==> config.mk <==
export PLATFORM = sky130hd
export DESIGN_NAME = shake_hand_recv_buf
export DESIGN_NICKNAME = d
export VERILOG_FILES = /design/src/rtl/shake_hand_pkg.sv /design/src/rtl/sync_fifo.sv /design/src/rtl/shake_hand_recv_buf.sv
export SDC_FILE = /design/constraint.sdc
export NUM_CORES = 1
export LEC_CHECK = 0
export CORE_ASPECT_RATIO = 0.75
export CORE_UTILIZATION = 53
export DETAILED_ROUTE_END_ITERATION = 16
export PLACE_DENSITY = 0.82
export SYNTH_ARGS = -nofsm -noshare
export SYNTH_HDL_FRONTEND = slang
export SYNTH_SLANG_ARGS = --single-unit
==> constraint.sdc <==
create_clock -name clk -period 2.5 [get_ports clk]
set_input_delay 0.375 -clock clk [delete_from_list [all_inputs] [get_ports clk]]
set_output_delay 0.375 -clock clk [all_outputs]
set_load 0.03 [all_outputs]
==> src/rtl/shake_hand_pkg.sv <==
// Shared types and helpers for the four-phase handshake receive buffer.
package shake_hand_pkg;

  typedef enum logic [1:0] {
    IDLE    = 2'd0,
    WAIT_HI = 2'd1,
    WAIT_LO = 2'd2
  } hs_state_t;

  // Ceiling log2, usable in parameter and localparam expressions.
  function automatic int clog2(input int value);
    int result;
    result = 0;
    while ((1 << result) < value) result++;
    return result;
  endfunction

endpackage

==> src/rtl/sync_fifo.sv <==
// Show-ahead synchronous FIFO with registered occupancy count.
module sync_fifo
  import shake_hand_pkg::*;
#(
  parameter int DATA_W = 8,
  parameter int DEPTH  = 4
) (
  input  logic                         clk,
  input  logic                         rst_n,
  input  logic                         push,
  input  logic [DATA_W-1:0]            push_data,
  input  logic                         pop,
  output logic [DATA_W-1:0]            head,
  output logic [$clog2(DEPTH+1)-1:0]   level,
  output logic                         full,
  output logic                         empty
);

  localparam int PTR_W = (DEPTH > 1) ? clog2(DEPTH) : 1;
  localparam int LVL_W = $clog2(DEPTH + 1);

  logic [DATA_W-1:0] mem [DEPTH];
  logic [PTR_W-1:0]  wr_ptr_reg;
  logic [PTR_W-1:0]  rd_ptr_reg;
  logic [LVL_W-1:0]  level_reg;
  logic              wr_en;
  logic              rd_en;

  assign full  = (level_reg == LVL_W'(DEPTH));
  assign empty = (level_reg == '0);
  assign wr_en = push & ~full;
  assign rd_en = pop & ~empty;
  assign head  = mem[rd_ptr_reg];
  assign level = level_reg;

  // Storage is not reset; the pointers alone define what is valid.
  always_ff @(posedge clk) begin
    if (wr_en) mem[wr_ptr_reg] <= push_data;
  end

  always_ff @(posedge clk) begin
    if (!rst_n) begin
      wr_ptr_reg <= '0;
      rd_ptr_reg <= '0;
      level_reg  <= '0;
    end else begin
      if (wr_en) wr_ptr_reg <= wr_ptr_reg + PTR_W'(1);
      if (rd_en) rd_ptr_reg <= rd_ptr_reg + PTR_W'(1);
      case ({wr_en, rd_en})
        2'b10:   level_reg <= level_reg + LVL_W'(1);
        2'b01:   level_reg <= level_reg - LVL_W'(1);
        default: level_reg <= level_reg;
      endcase
    end
  end

endmodule

==> src/rtl/shake_hand_recv_buf.sv <==
// Four-phase handshake receiver: synchronizes the sender request, captures
// words into a show-ahead FIFO and arms the handshake only when space exists.
module shake_hand_recv_buf
  import shake_hand_pkg::*;
#(
  parameter int DATA_W      = 8,
  parameter int DEPTH       = 4,
  parameter int SYNC_STAGES = 2,
  parameter int TIMEOUT     = 0
) (
  input  logic                       clk,
  input  logic                       rst_n,
  input  logic                       ready,
  input  logic [DATA_W-1:0]          din,
  output logic                       ack,
  output logic [DATA_W-1:0]          dout,
  output logic                       dout_valid,
  input  logic                       dout_ready,
  output logic [$clog2(DEPTH+1)-1:0] level,
  output logic                       timeout
);

  localparam int TMR_W    = (TIMEOUT > 1) ? clog2(TIMEOUT) : 1;
  localparam int TMR_LAST = (TIMEOUT > 0) ? TIMEOUT - 1 : 0;

  logic [SYNC_STAGES-1:0] sync_reg;
  logic                   ready_s;
  hs_state_t              state_reg;
  logic                   ack_reg;
  logic                   timeout_reg;
  logic [TMR_W-1:0]       timer_reg;
  logic                   push;
  logic                   pop;
  logic                   fifo_full;
  logic                   fifo_empty;
  logic [DATA_W-1:0]      fifo_head;

  always_ff @(posedge clk) begin
    if (!rst_n) sync_reg <= '0;
    else        sync_reg <= {sync_reg[SYNC_STAGES-2:0], ready};
  end
  assign ready_s = sync_reg[SYNC_STAGES-1];

  // din is stable while ack is high, so it is captured without synchronizing.
  assign push = (state_reg == WAIT_HI) && ready_s;

  always_ff @(posedge clk) begin
    if (!rst_n) begin
      state_reg   <= IDLE;
      ack_reg     <= 1'b0;
      timeout_reg <= 1'b0;
      timer_reg   <= '0;
    end else begin
      timeout_reg <= 1'b0;
      case (state_reg)
        IDLE: begin
          if (!fifo_full) begin
            state_reg <= WAIT_HI;
            ack_reg   <= 1'b1;
            timer_reg <= '0;
          end
        end
        WAIT_HI: begin
          if (ready_s) begin
            state_reg <= WAIT_LO;
            ack_reg   <= 1'b0;
          end else if (TIMEOUT > 0 && timer_reg == TMR_W'(TMR_LAST)) begin
            state_reg   <= WAIT_LO;
            ack_reg     <= 1'b0;
            timeout_reg <= 1'b1;
          end else begin
            timer_reg <= timer_reg + TMR_W'(1);
          end
        end
        WAIT_LO: begin
          // A request arriving after an abort is absorbed here without a push.
          if (!ready_s) state_reg <= IDLE;
        end
        default: begin
          state_reg <= IDLE;
          ack_reg   <= 1'b0;
        end
      endcase
    end
  end

  sync_fifo #(
    .DATA_W (DATA_W),
    .DEPTH  (DEPTH)
  ) u_fifo (
    .clk       (clk),
    .rst_n     (rst_n),
    .push      (push),
    .push_data (din),
    .pop       (pop),
    .head      (fifo_head),
    .level     (level),
    .full      (fifo_full),
    .empty     (fifo_empty)
  );

  assign dout_valid = ~fifo_empty;
  assign pop        = dout_valid & dout_ready;
  assign dout       = dout_valid ? fifo_head : '0;
  assign ack        = ack_reg;
  assign timeout    = timeout_reg;

endmodule

==> key figures <==
Run status
  • Status: finished clean

Global routing
  • Remaining global-route overflow: 0
  • Vias in the first global route: 983
  • Largest net degree at the start of global routing: 15
  • Initial antenna violation count: 0
  • GRT Total Usage: 0.1706
  • First-pass GRT wire length: 4.588 mm

Drt
  • Post-DR vias/cell: 5.335
  • DR DRC count: 0
  • Iter 0 DRT Violations: 93
  • Via Count: 1,035
  • First-pass DRT Iterations: 6
  • Post-route ant nets: 0
  • Total Wirelength: 3.008 mm
  • Wire length per cell: 15.51 um

Clocking
  • Clock root cell: clkbuf_8
  • H-tree depth: 2
  • CTS tree: done
  • Clock Tree Buf Depth: 2
  • Post-CTS setup buffer count: 0
  • Clk slew on worst S/H paths: 80 ps
  • Clk_lat worst skew: 290 ps
  • TritonCTS sink count: 46
  • Total CTS buffers: 5

STA
  • RSZ-0062 raised after global routing: no
  • Final worst path period share: 0.8762
  • WHS: 437.0 ps
  • Final WS setup: 309.4 ps
  • Max Fclk: 456.5 MHz
  • Finish-stage setup viols: 0
  • Max-slew violation count: 0
  • Skew final: 10.21 ps
  • Minimum clock period: 2191 ps
  • Final setup TNS: 0 ps
  • Final hold vios: 0

Worst setup path
  • Capturing point of the worst reg2reg path: u_fifo.level[2]$_SDFFE_PN0P_
  • R2R Setup Slk: 310 ps
  • CP Launch Point: u_fifo.level[2]$_SDFFE_PN0P_
  • Crit path depth: 9
  • CP startpoint kind: register
  • CP bufs+invs: 2
  • Cell Chain, Critical Path: nor3b_2 -> nor3_2 -> inv_1 -> ha_1 -> inv_1 -> fa_1 -> xor2_1 -> or3_1 -> a21oi_1
  • Setup Crit Path Kind: register to register
  • Critical path's largest stage delay: 410 ps
  • Cell family with most CP delay: simple AND/OR/NAND/NOR gates
  • CP arrival: 2410 ps
  • WP data required: 2720 ps
  • CP max FO: 7
  • Cells on worst reg2reg path: 9
  • CP Capture Type: register
  • CP endpoint: u_fifo.level[2]$_SDFFE_PN0P_
  • Most repeated library cell on the critical path: inv_1
  • Reg-to-reg critical path startpoint: u_fifo.level[2]$_SDFFE_PN0P_
  • CP max stage cell: dfxtp_1

Hold path
  • Hold Path Class: register to register

Logic synthesis
  • Syn_area_per_cell: 15.04 um2
  • Net Count, Synth: 143
  • Synth cell types: 28
  • Mapped Cells: 125
  • Seq cells post-synth: 46
  • Synthesized area: 1881 um2
  • Seq/Total Area, Yosys: 0.6600
  • Yosys warning count: 0

Cells and area
  • Design area: 2260 um2
  • Final core utilization: 0.6779
  • Finished Layout Cells: 194
  • Commonest non-fill, non-tap cell in the layout: edfxtp_1
  • Layout net count: 171
  • Synthesis-to-layout area growth: 20.16%
  • # diodes: 0
  • Max reg flops: 32
  • Fill count: 237
  • Most frequent cells in the layout: edfxtp_1, clkdlybuf4s50_1, dfxtp_1
  • Layout cells sized above 1: 0.1364

Place
  • HPWL Detailed: 2.108 mm
  • Port Buffers: 24
  • Placer Congestion: 0.6982
  • DP Area: 2150 um2
  • Dpl cells: 186
  • Setup WS pre-CTS: 173.1 ps

Pwr
  • Max VDD drop: 0.0003646 V
  • Final Total Pwr: 1.552 mW
  • Leak: 0.9026 nW
  • PwrDens: 686.6 nW/um2

Floorplanning
  • Ports: 26
  • Die Ht: 53.59 um
  • Initial Utilization: 0.5642
  • Die W: 70.78 um
  • # rows: 18
  • Core area: 3333 um2
  • Die Area: 3793 um2

Flow run
  • Max-cap violations: 0
## cell families after synthesis
group | count (synthesis) | share of synthesized area
buf+inv | 14 | 0.03725
other cells | 1 | 0.001994
flops | 46 | 0.6600
compound gates | 10 | 0.02661
simple gates | 35 | 0.1098
mux | 10 | 0.1065
fa+ha+maj | 6 | 0.04391
xor+xnor | 3 | 0.01397
## area by class of cell
cell class              count  area (um2)  share of cell area
flip-flops and latches     46        1241              0.5493
multi-input cells          65       574.3              0.2542
repair buffers             26       275.3              0.1218
clock buffers               5       68.82             0.03045
well taps                  40       50.05             0.02215
inverters                   9       33.78             0.01495
clock inverters             3       16.27            0.007198
## worst min-delay path by stage
stage | depth (start not counted) | startpoint | slack [ps] | to
CTS | 1 | sync_reg[0]$_SDFF_PN0_ | 440 | sync_reg[1]$_SDFF_PN0_
global placement | 1 | sync_reg[0]$_SDFF_PN0_ | 420 | sync_reg[1]$_SDFF_PN0_
detailed placement | 1 | sync_reg[0]$_SDFF_PN0_ | 420 | sync_reg[1]$_SDFF_PN0_
global route | 1 | sync_reg[0]$_SDFF_PN0_ | 460 | sync_reg[1]$_SDFF_PN0_
finish | 1 | sync_reg[0]$_SDFF_PN0_ | 440 | sync_reg[1]$_SDFF_PN0_
floorplan | 1 | sync_reg[0]$_SDFF_PN0_ | 410 | sync_reg[1]$_SDFF_PN0_
## cell usage after synthesis
| master | number | share of area |
|---|---|---|
| fa_1 | 1 | 0.011 |
| buf_2 | 1 | 0.0027 |
| clkbuf_2 | 1 | 0.0027 |
| nor3_2 | 2 | 0.011 |
| mux2i_1 | 2 | 0.011 |
| inv_2 | 1 | 0.0020 |
| a21oi_1 | 5 | 0.013 |
| nor3b_1 | 1 | 0.0040 |
| o21ai_1 | 1 | 0.0027 |
| ha_1 | 5 | 0.033 |
| conb_1 | 1 | 0.0020 |
| and2b_1 | 1 | 0.0040 |
| nand2_1 | 7 | 0.014 |
| buf_6 | 1 | 0.0060 |
| and3_1 | 1 | 0.0033 |
| nor2b_1 | 8 | 0.027 |
| and2_1 | 6 | 0.020 |
| xor2_1 | 3 | 0.014 |
| edfxtp_1 | 32 | 0.51 |
| nor2_1 | 4 | 0.0080 |
| mux4_2 | 8 | 0.096 |
| inv_1 | 8 | 0.016 |
| or4b_1 | 1 | 0.0053 |
| buf_4 | 2 | 0.0080 |
| dfxtp_1 | 14 | 0.15 |
| o21ai_0 | 4 | 0.011 |
| nand3b_1 | 1 | 0.0040 |
| or3_1 | 3 | 0.010 |
## layer usage
| layer | part of all wire | wire length, um | vias to the layer above | global-route usage |
|---|---|---|---|---|
| met5 | 0 | 0 | - | 0 |
| met4 | 0.0076 | 23 | 0 | 0.04333 |
| met3 | 0.039 | 117 | 4 | 0.05618 |
| met2 | 0.51 | 1540 | 30 | 0.2885 |
| met1 | 0.44 | 1327 | 504 | 0.2183 |
| li1 | - | - | 497 | - |
## worst reg2reg max path, delay by kind of cell, from the launching register on
kind | cells | cell delay [ps]
AO/OA/AOI/OAI | 1 | 140
adder cells (fa/ha/maj) | 2 | 540
XOR/XNOR | 1 | 160
AND/OR/NAND/NOR | 3 | 740
buffers and inverters | 2 | 130
flip-flops | 1 | 410
## where the power goes
part | switching (mW) | total [mW] | internal, mW
combinational | 0.152 | 0.278 | 0.126
sequential | 0.0165 | 0.848 | 0.831
clock | 0.234 | 0.425 | 0.191
total | 0.402 | 1.55 | 1.15
## repair_timing
item	CTS	global route
hold endpoints to repair	0	0
resized for setup	0	9
setup endpoints to repair	0	9
hold buffers	0	0
Note: power is estimated with default switching activity, not from simulation.
